File: config.mk
export PLATFORM = sky130hd
export DESIGN_NAME = dac_spi_tx
export DESIGN_NICKNAME = d
export VERILOG_FILES = /design/src/rtl/dac_spi_tx.sv
export SDC_FILE = /design/constraint.sdc
export NUM_CORES = 1
export LEC_CHECK = 0
export BUFFER_PORTS_ARGS = -buffer_cell sky130_fd_sc_hd__buf_2
export CAP_MARGIN = 20
export CORE_MARGIN = 2
export CORE_UTILIZATION = 55
export CTS_BUF_LIST = sky130_fd_sc_hd__clkbuf_16
export DETAILED_ROUTE_END_ITERATION = 10
export PLACE_DENSITY = 0.88
export SLEW_MARGIN = 20
export SYNTH_ARGS = -nofsm -noshare
export SYNTH_HDL_FRONTEND = slang
export SYNTH_SLANG_ARGS = --single-unit
File: constraint.sdc
create_clock -name clock_in -period 5.8 [get_ports clock_in]
set_input_delay 0 -clock clock_in [delete_from_list [all_inputs] [get_ports clock_in]]
set_output_delay 0 -clock clock_in [all_outputs]
set_load 0.005 [all_outputs]
File: src/rtl/dac_spi_tx.sv
// SPI transmitter for a MAX5134-style DAC: one strobe sends one MSB-first frame under active-low CS.
// SCLK idles high, and the DAC samples DIN on the falling edge. DIN changes only when SCLK rises.
//
// state  | meaning
// IDLE   | CS high, waiting for a send strobe
// LEAD   | CS low, SCLK high, first bit set up before the first falling edge
// LOW    | SCLK low half-period, DAC samples the current bit
// HIGH   | SCLK high half-period
// GAP    | CS high recovery time, busy still asserted
module dac_spi_tx #(
  parameter int DATA_WIDTH  = 24,
  parameter int HALF_PERIOD = 2
) (
  input  logic                  clock_in,
  input  logic                  reset,
  input  logic [DATA_WIDTH-1:0] data_in,
  input  logic                  send,
  output logic                  spi_cs_out,
  output logic                  spi_clock_out,
  output logic                  spi_data_out,
  output logic                  busy
);

  localparam int CW = (HALF_PERIOD > 1) ? $clog2(HALF_PERIOD) : 1;
  localparam int BW = $clog2(DATA_WIDTH);
  localparam logic [CW-1:0] CNT_LOAD = CW'(HALF_PERIOD - 1);
  localparam logic [BW-1:0] BIT_LOAD = BW'(DATA_WIDTH - 1);

  typedef enum logic [2:0] {S_IDLE, S_LEAD, S_LOW, S_HIGH, S_GAP} state_t;

  state_t                state_q;
  logic [CW-1:0]         cnt_q;
  logic [BW-1:0]         bit_q;
  logic [DATA_WIDTH-2:0] shreg_q;  // bits still to send; the current bit sits in dout_q
  logic                  cs_q;
  logic                  sclk_q;
  logic                  dout_q;
  logic                  busy_q;

  always_ff @(posedge clock_in or negedge reset) begin
    if (!reset) begin
      state_q <= S_IDLE;
      cnt_q   <= '0;
      bit_q   <= '0;
      shreg_q <= '0;
      cs_q    <= 1'b1;
      sclk_q  <= 1'b1;
      dout_q  <= 1'b0;
      busy_q  <= 1'b0;
    end else begin
      case (state_q)
        S_IDLE: begin
          if (send) begin
            shreg_q <= data_in[DATA_WIDTH-2:0];
            dout_q  <= data_in[DATA_WIDTH-1];
            cs_q    <= 1'b0;
            busy_q  <= 1'b1;
            cnt_q   <= CNT_LOAD;
            bit_q   <= BIT_LOAD;
            state_q <= S_LEAD;
          end
        end
        S_LEAD: begin
          if (cnt_q == '0) begin
            cnt_q   <= CNT_LOAD;
            sclk_q  <= 1'b0;
            state_q <= S_LOW;
          end else begin
            cnt_q <= cnt_q - 1'b1;
          end
        end
        S_LOW: begin
          if (cnt_q == '0) begin
            cnt_q   <= CNT_LOAD;
            sclk_q  <= 1'b1;
            state_q <= S_HIGH;
            // Advance the bit on the rising edge so DIN holds across the whole falling-edge window.
            if (bit_q != '0) begin
              dout_q  <= shreg_q[DATA_WIDTH-2];
              shreg_q <= {shreg_q[DATA_WIDTH-3:0], 1'b0};
            end
          end else begin
            cnt_q <= cnt_q - 1'b1;
          end
        end
        S_HIGH: begin
          if (cnt_q == '0) begin
            cnt_q <= CNT_LOAD;
            if (bit_q == '0) begin
              cs_q    <= 1'b1;
              dout_q  <= 1'b0;
              state_q <= S_GAP;
            end else begin
              bit_q   <= bit_q - 1'b1;
              sclk_q  <= 1'b0;
              state_q <= S_LOW;
            end
          end else begin
            cnt_q <= cnt_q - 1'b1;
          end
        end
        S_GAP: begin
          // A held strobe is only seen in IDLE, so back-to-back frames keep CS high for GAP plus one cycle.
          if (cnt_q == '0) begin
            busy_q  <= 1'b0;
            state_q <= S_IDLE;
          end else begin
            cnt_q <= cnt_q - 1'b1;
          end
        end
        default: state_q <= S_IDLE;
      endcase
    end
  end

  assign spi_cs_out    = cs_q;
  assign spi_clock_out = sclk_q;
  assign spi_data_out  = dout_q;
  assign busy          = busy_q;

endmodule

* After elaboration in Yosys (flattened, before gate mapping) *
Index checks and enable logic that the tools add are counted.
W data, S select, Z words.

storage, ports and cells
  flip-flop bits (word level) = 36
  input port bits = 27
  output and inout bits = 4
  logic and storage cells = 75

cells by class
  add/subtract/negate cells = 2
  equality and inequality tests = 12
  mux-type cells = 35
  reductions and logical operators = 18

operator list
  cell                   count
  $mux W23               3
  $pmux W23 S2           1
  $mux W3                6
  $ne A2 B2 Y1 const B   8
  $mux W1                15
  $mux W5                3
  $pmux W3 S5            1
  $reduce_and A4 Y1      3
  $pmux W5 S2            1
  $reduce_and A5 Y1      2
  $pmux W1 S3            3
  $reduce_bool A3 Y1     3
  $eq A3 B2 Y1 const B   2
  $reduce_and A6 Y1      1
  $reduce_bool A2 Y1     3
  $logic_not A5 Y1       1
  $reduce_bool A5 Y1     1
  $sub A5 B1 Y5 const B  1
  $pmux W1 S2            2
  $eq A3 B1 Y1 const B   1
  $eq A3 B3 Y1 const B   1
  $logic_not A3 Y1       1
  $reduce_and A3 Y1      1
  $reduce_or A3 Y1       1
  other kinds (2)        2

* Longest topological paths before layout *
  depth after elaboration = 4
  mapped depth = 8
  depth with buffers taken out = 6

* Worst setup path before layout *
OpenSTA, ideal clock, no wires.

  path kind = reg2reg
  start = register bit_q[0]
  end = register dout_q (netlist: spi_data_out)
  library setup time = 0.125 ns
  arrival time = 1.805 ns
  data required time = 5.675 ns
  slack = 3.870 ns
  cell stages (with the launch flop) = 7
  path buffers = 1
  clock period less this slack = 1.930 ns
  path through = dfrtp_1 inv_1 ha_1 or4b_1 buf_6 o311ai_4 mux2_4

between the ends
  longest elaborated chain between the ends = 3
  elaborated cells between the ends (all ways) = 5
  classes of those cells = eq/ne (2); reduce/logical (3)

ends and longest elaborated chain
  item                                                           line    source
  start: declaration                                             33      logic [BW-1:0] bit_q;
  start signal: assignment                                       94      bit_q <= bit_q - 1'b1;
  $logic_not A5 Y1 / $reduce_bool A5 Y1 (equally long branches)  89, 78
  $ne A2 B2 Y1 (no source line)                                  --
  $reduce_and A6 Y1 (no source line) (*)                         --
  end signal: assignment                                         55      dout_q <= data_in[DATA_WIDTH-1];
  end signal: assignment                                         79      dout_q <= shreg_q[DATA_WIDTH-2];
  end: declaration                                               37      logic dout_q;

Every way passes the cells marked *; elsewhere a longest branch is shown, timed or not.
A chain may end at the register's enable or synchronous reset.

* Worst setup path in the final report *
  start = register bit_q[0]
  end = register shreg_q[3]

between the ends
  longest elaborated chain between the ends = 3

ends and longest elaborated chain
  item                                line  source
  $reduce_bool A5 Y1                  78    if (bit_q != '0) begin
  $ne A2 B2 Y1 (no source line)       --
  $reduce_and A4 Y1 (no source line)  --
  end signal: assignment              54    shreg_q <= data_in[DATA_WIDTH-2:0];
  end signal: assignment              80    shreg_q <= {shreg_q[DATA_WIDTH-3:0], 1'b0};
  end: declaration                    34    logic [DATA_WIDTH-2:0] shreg_q;

Every way passes these cells.

==> run metrics <==
status=completed; Syn Nets=roughly 210; min Tclk post-route=2.52 ns; DRC viols=0; unrepaired setup endpoints after global routing=false; largest net degree at the start of global routing=37; Final Hold Vio Count=0; Highest Clock Rate=about 0.40 GHz; Crit Reg-Reg Endpoint=shreg_q[3]$_DFFE_PN0P_; hpwl dp=about 2.2 mm; Worst Hold End=shreg_q[9]$_DFFE_PN0P_; Synth Flop Type=dfrtp_1; drt wl/cell=13.5 microns; GRT Overall Usage=a little over a fifth; global route overflow=0; element type at the critical path end=register; port buffer count=30; synthesis-stage register bit count=36; vias in the first global route=1400; Tightest Pin Transition=about 0.9 ns; Seq/Total Area, Yosys=between 50% and 60%; register area=903 sq um; max incr delay on CP=approximately 0.8 ns; R2R depth=5; area of the multi-input gates=approximately 650 sq um; Antenna Cells=0; final setup violation count=0; Post-synth ARST share=100%; CP top delay family=compound AO/OA/AOI/OAI gates; Fill cells=~240; clk_lat worst skew=0.28 ns; CP cell instances=inv_1 -> ha_1 -> or4b_1 -> a21oi_2 -> a21oi_1; hold_sp=data_in[9]; Worst-path clk slew=~0.050 ns; first-pass GRT wire length=around 5.8 mm; Req. time, crit path=just under 6 ns; Die Wd=between 60 and 70 microns; CTS Hold Bufs=2; slowest CP cell=a21oi_2; WP buf/inv=1; RR Startpoint=bit_q[0]$_DFFE_PN0P_; EDFF count, synth=0; Worst Hold Depth=3; post-synth cell types=38; Std-Cell Rows=20; average size of a mapped cell=between 9 and 10 sq um; Root Buffer=clkbuf_16; Placer Congestion=0.797; top cell type's share of synthesized area=around half; dominant cells by area after synthesis=dfrtp_1 (49%), o22ai_1 (8.3%), a21oi_1 (7.5%); Max VDD drop=about 240 uV; Levels on crit path=5; die span in y=60.1 microns; finished layout cell area=slightly above 2000 sq um; Worst slew margin=38.4%; antenna violations before repair=0; DIE AREA=around 3600 sq um; final setup TNS=0 ns; Placed Area=roughly 1900 sq um; Vias/cell=around 5.5; Hold Path Class=in2reg; # IOs=31; final WL=~3.4 mm; fin util=roughly two thirds; drt first-iter violations=~100; MaxCap Viol Count=0; Slew Limit Fails=0; Startpoint Class=register; Clock Sink Count=36; crit path max fanout=22; CTS tree=built; leakage power=1.01 nW; Final Skew=0.00631 ns; WS Path Type=reg2reg; synthesized area=roughly 1700 sq um; Num CTS Buffers=5; Yosys warnings=0; Syn-to-layout area delta=19.3%; post-cts sizing count=0; Tcrit/Tclk final=43.4%; post-CTS setup buffer count=0; Cells after Synth=181; Critical Path AT=between 2 and 3 ns; DR vias=approximately 1400; Setup crit start=bit_q[0]$_DFFE_PN0P_; First-pass DRT Iterations=4; ANT nets after route=0; Starting Density=57.1%; htree depth=2; Clock Tree Buf Depth=2; Synth area leader=dfrtp_1; r2r setup slk=roughly 3.3 ns; final-stage net count=~240; Core Box Area=approximately 3000 sq um; P per Cell Area=503 nW/um^2; proportion of layout cells with a drive suffix above 1=between 20 and 25%
==> power by group <==
| part | internal [W] | total, W | switching (W) |
|---|---|---|---|
| combinational | 0.000142 | 0.000321 | 0.000179 |
| clock | 0.000200 | 0.000295 | 0.0000948 |
| sequential | 0.000342 | 0.000421 | 0.0000795 |
| total | 0.000683 | 0.00104 | 0.000353 |
==> worst reg2reg max path, stage by stage (launching register included) <==
cell,delay [ns]
dfrtp_1,0.39
inv_1,0.10
ha_1,0.20
or4b_1,0.67
a21oi_2,0.80
a21oi_1,0.20
==> flip-flops by register name, indices dropped and copies added (netlist names) <==
register and cells:
spi_clock_out 1, cnt_q 1, busy 1, spi_cs_out 1, shreg_q 23, bit_q 5, spi_data_out 1, state_q 3
==> cell usage in the layout (no fill, tap or decap), types with 4 or more instances in the layout <==
cell	instances
nand2_1	7
nand2b_1	4
dfrtp_1	34
buf_2	30
o21ai_0	8
nor2_1	7
inv_1	30
a21oi_1	26
clkbuf_16	5
o22ai_1	23
==> per-layer routing <==
metal / wire length [microns] / global-route usage (%)
met3: 195 / 7.36
met2: 1680 / 37.7
met1: 1480 / 23.9
met4: 68 / 10.8
met5: 0 / 0
==> cell families after synthesis <==
family | Yosys count | share of synthesized area [%]
DFF | 36 | 52.3
muxes | 2 | 1.45
buffers and inverters | 41 | 9.99
and+or+nand+nor | 33 | 11.1
adders and majority gates | 1 | 0.724
AOI/OAI and AO/OA | 68 | 24.5
==> final cells by class <==
type / instances / area share, %
multi-input cells: 104 / 31.6
clock buffers: 5 / 6.07
well taps: 44 / 2.67
inverters: 29 / 5.28
repair buffers: 33 / 8.62
flip-flops and latches: 36 / 43.8
clock inverters: 3 / 1.88
==> stage by stage <==
stage	setup slack (ns)	cells	hold slack [ns]	power [W]
4_1_cts	3.28	254	0.00632	0.00104
5_1_grt	3.08	254	0.0292	0.00111
6_report	3.28	254	0.00907	0.00104
2_1_floorplan	3.87	181	-0.296	0.000674
3_5_place_dp	3.31	244	0.118	0.000740
3_3_place_gp	3.37	244	0.117	0.000724
==> cell usage after synthesis (2+ instances only) <==
master,instances
dfstp_2,2
inv_1,29
buf_4,2
clkbuf_1,6
nand2b_1,4
nor3_1,2
o22ai_1,23
nand3_1,3
o31ai_1,2
buf_2,3
nand2_1,7
a21oi_1,26
nor2_1,7
dfrtp_1,34
o21ai_0,8
==> worst max-delay path by stage <==
| stage | end |
|---|---|
| 6_report | shreg_q[3]$_DFFE_PN0P_ |
| 5_1_grt | shreg_q[3]$_DFFE_PN0P_ |
| 4_1_cts | shreg_q[3]$_DFFE_PN0P_ |
| 3_5_place_dp | shreg_q[3]$_DFFE_PN0P_ |
| 3_3_place_gp | shreg_q[6]$_DFFE_PN0P_ |
| 2_1_floorplan | spi_data_out$_DFFE_PN0P_ |
Power figures use the tool's default switching activity.
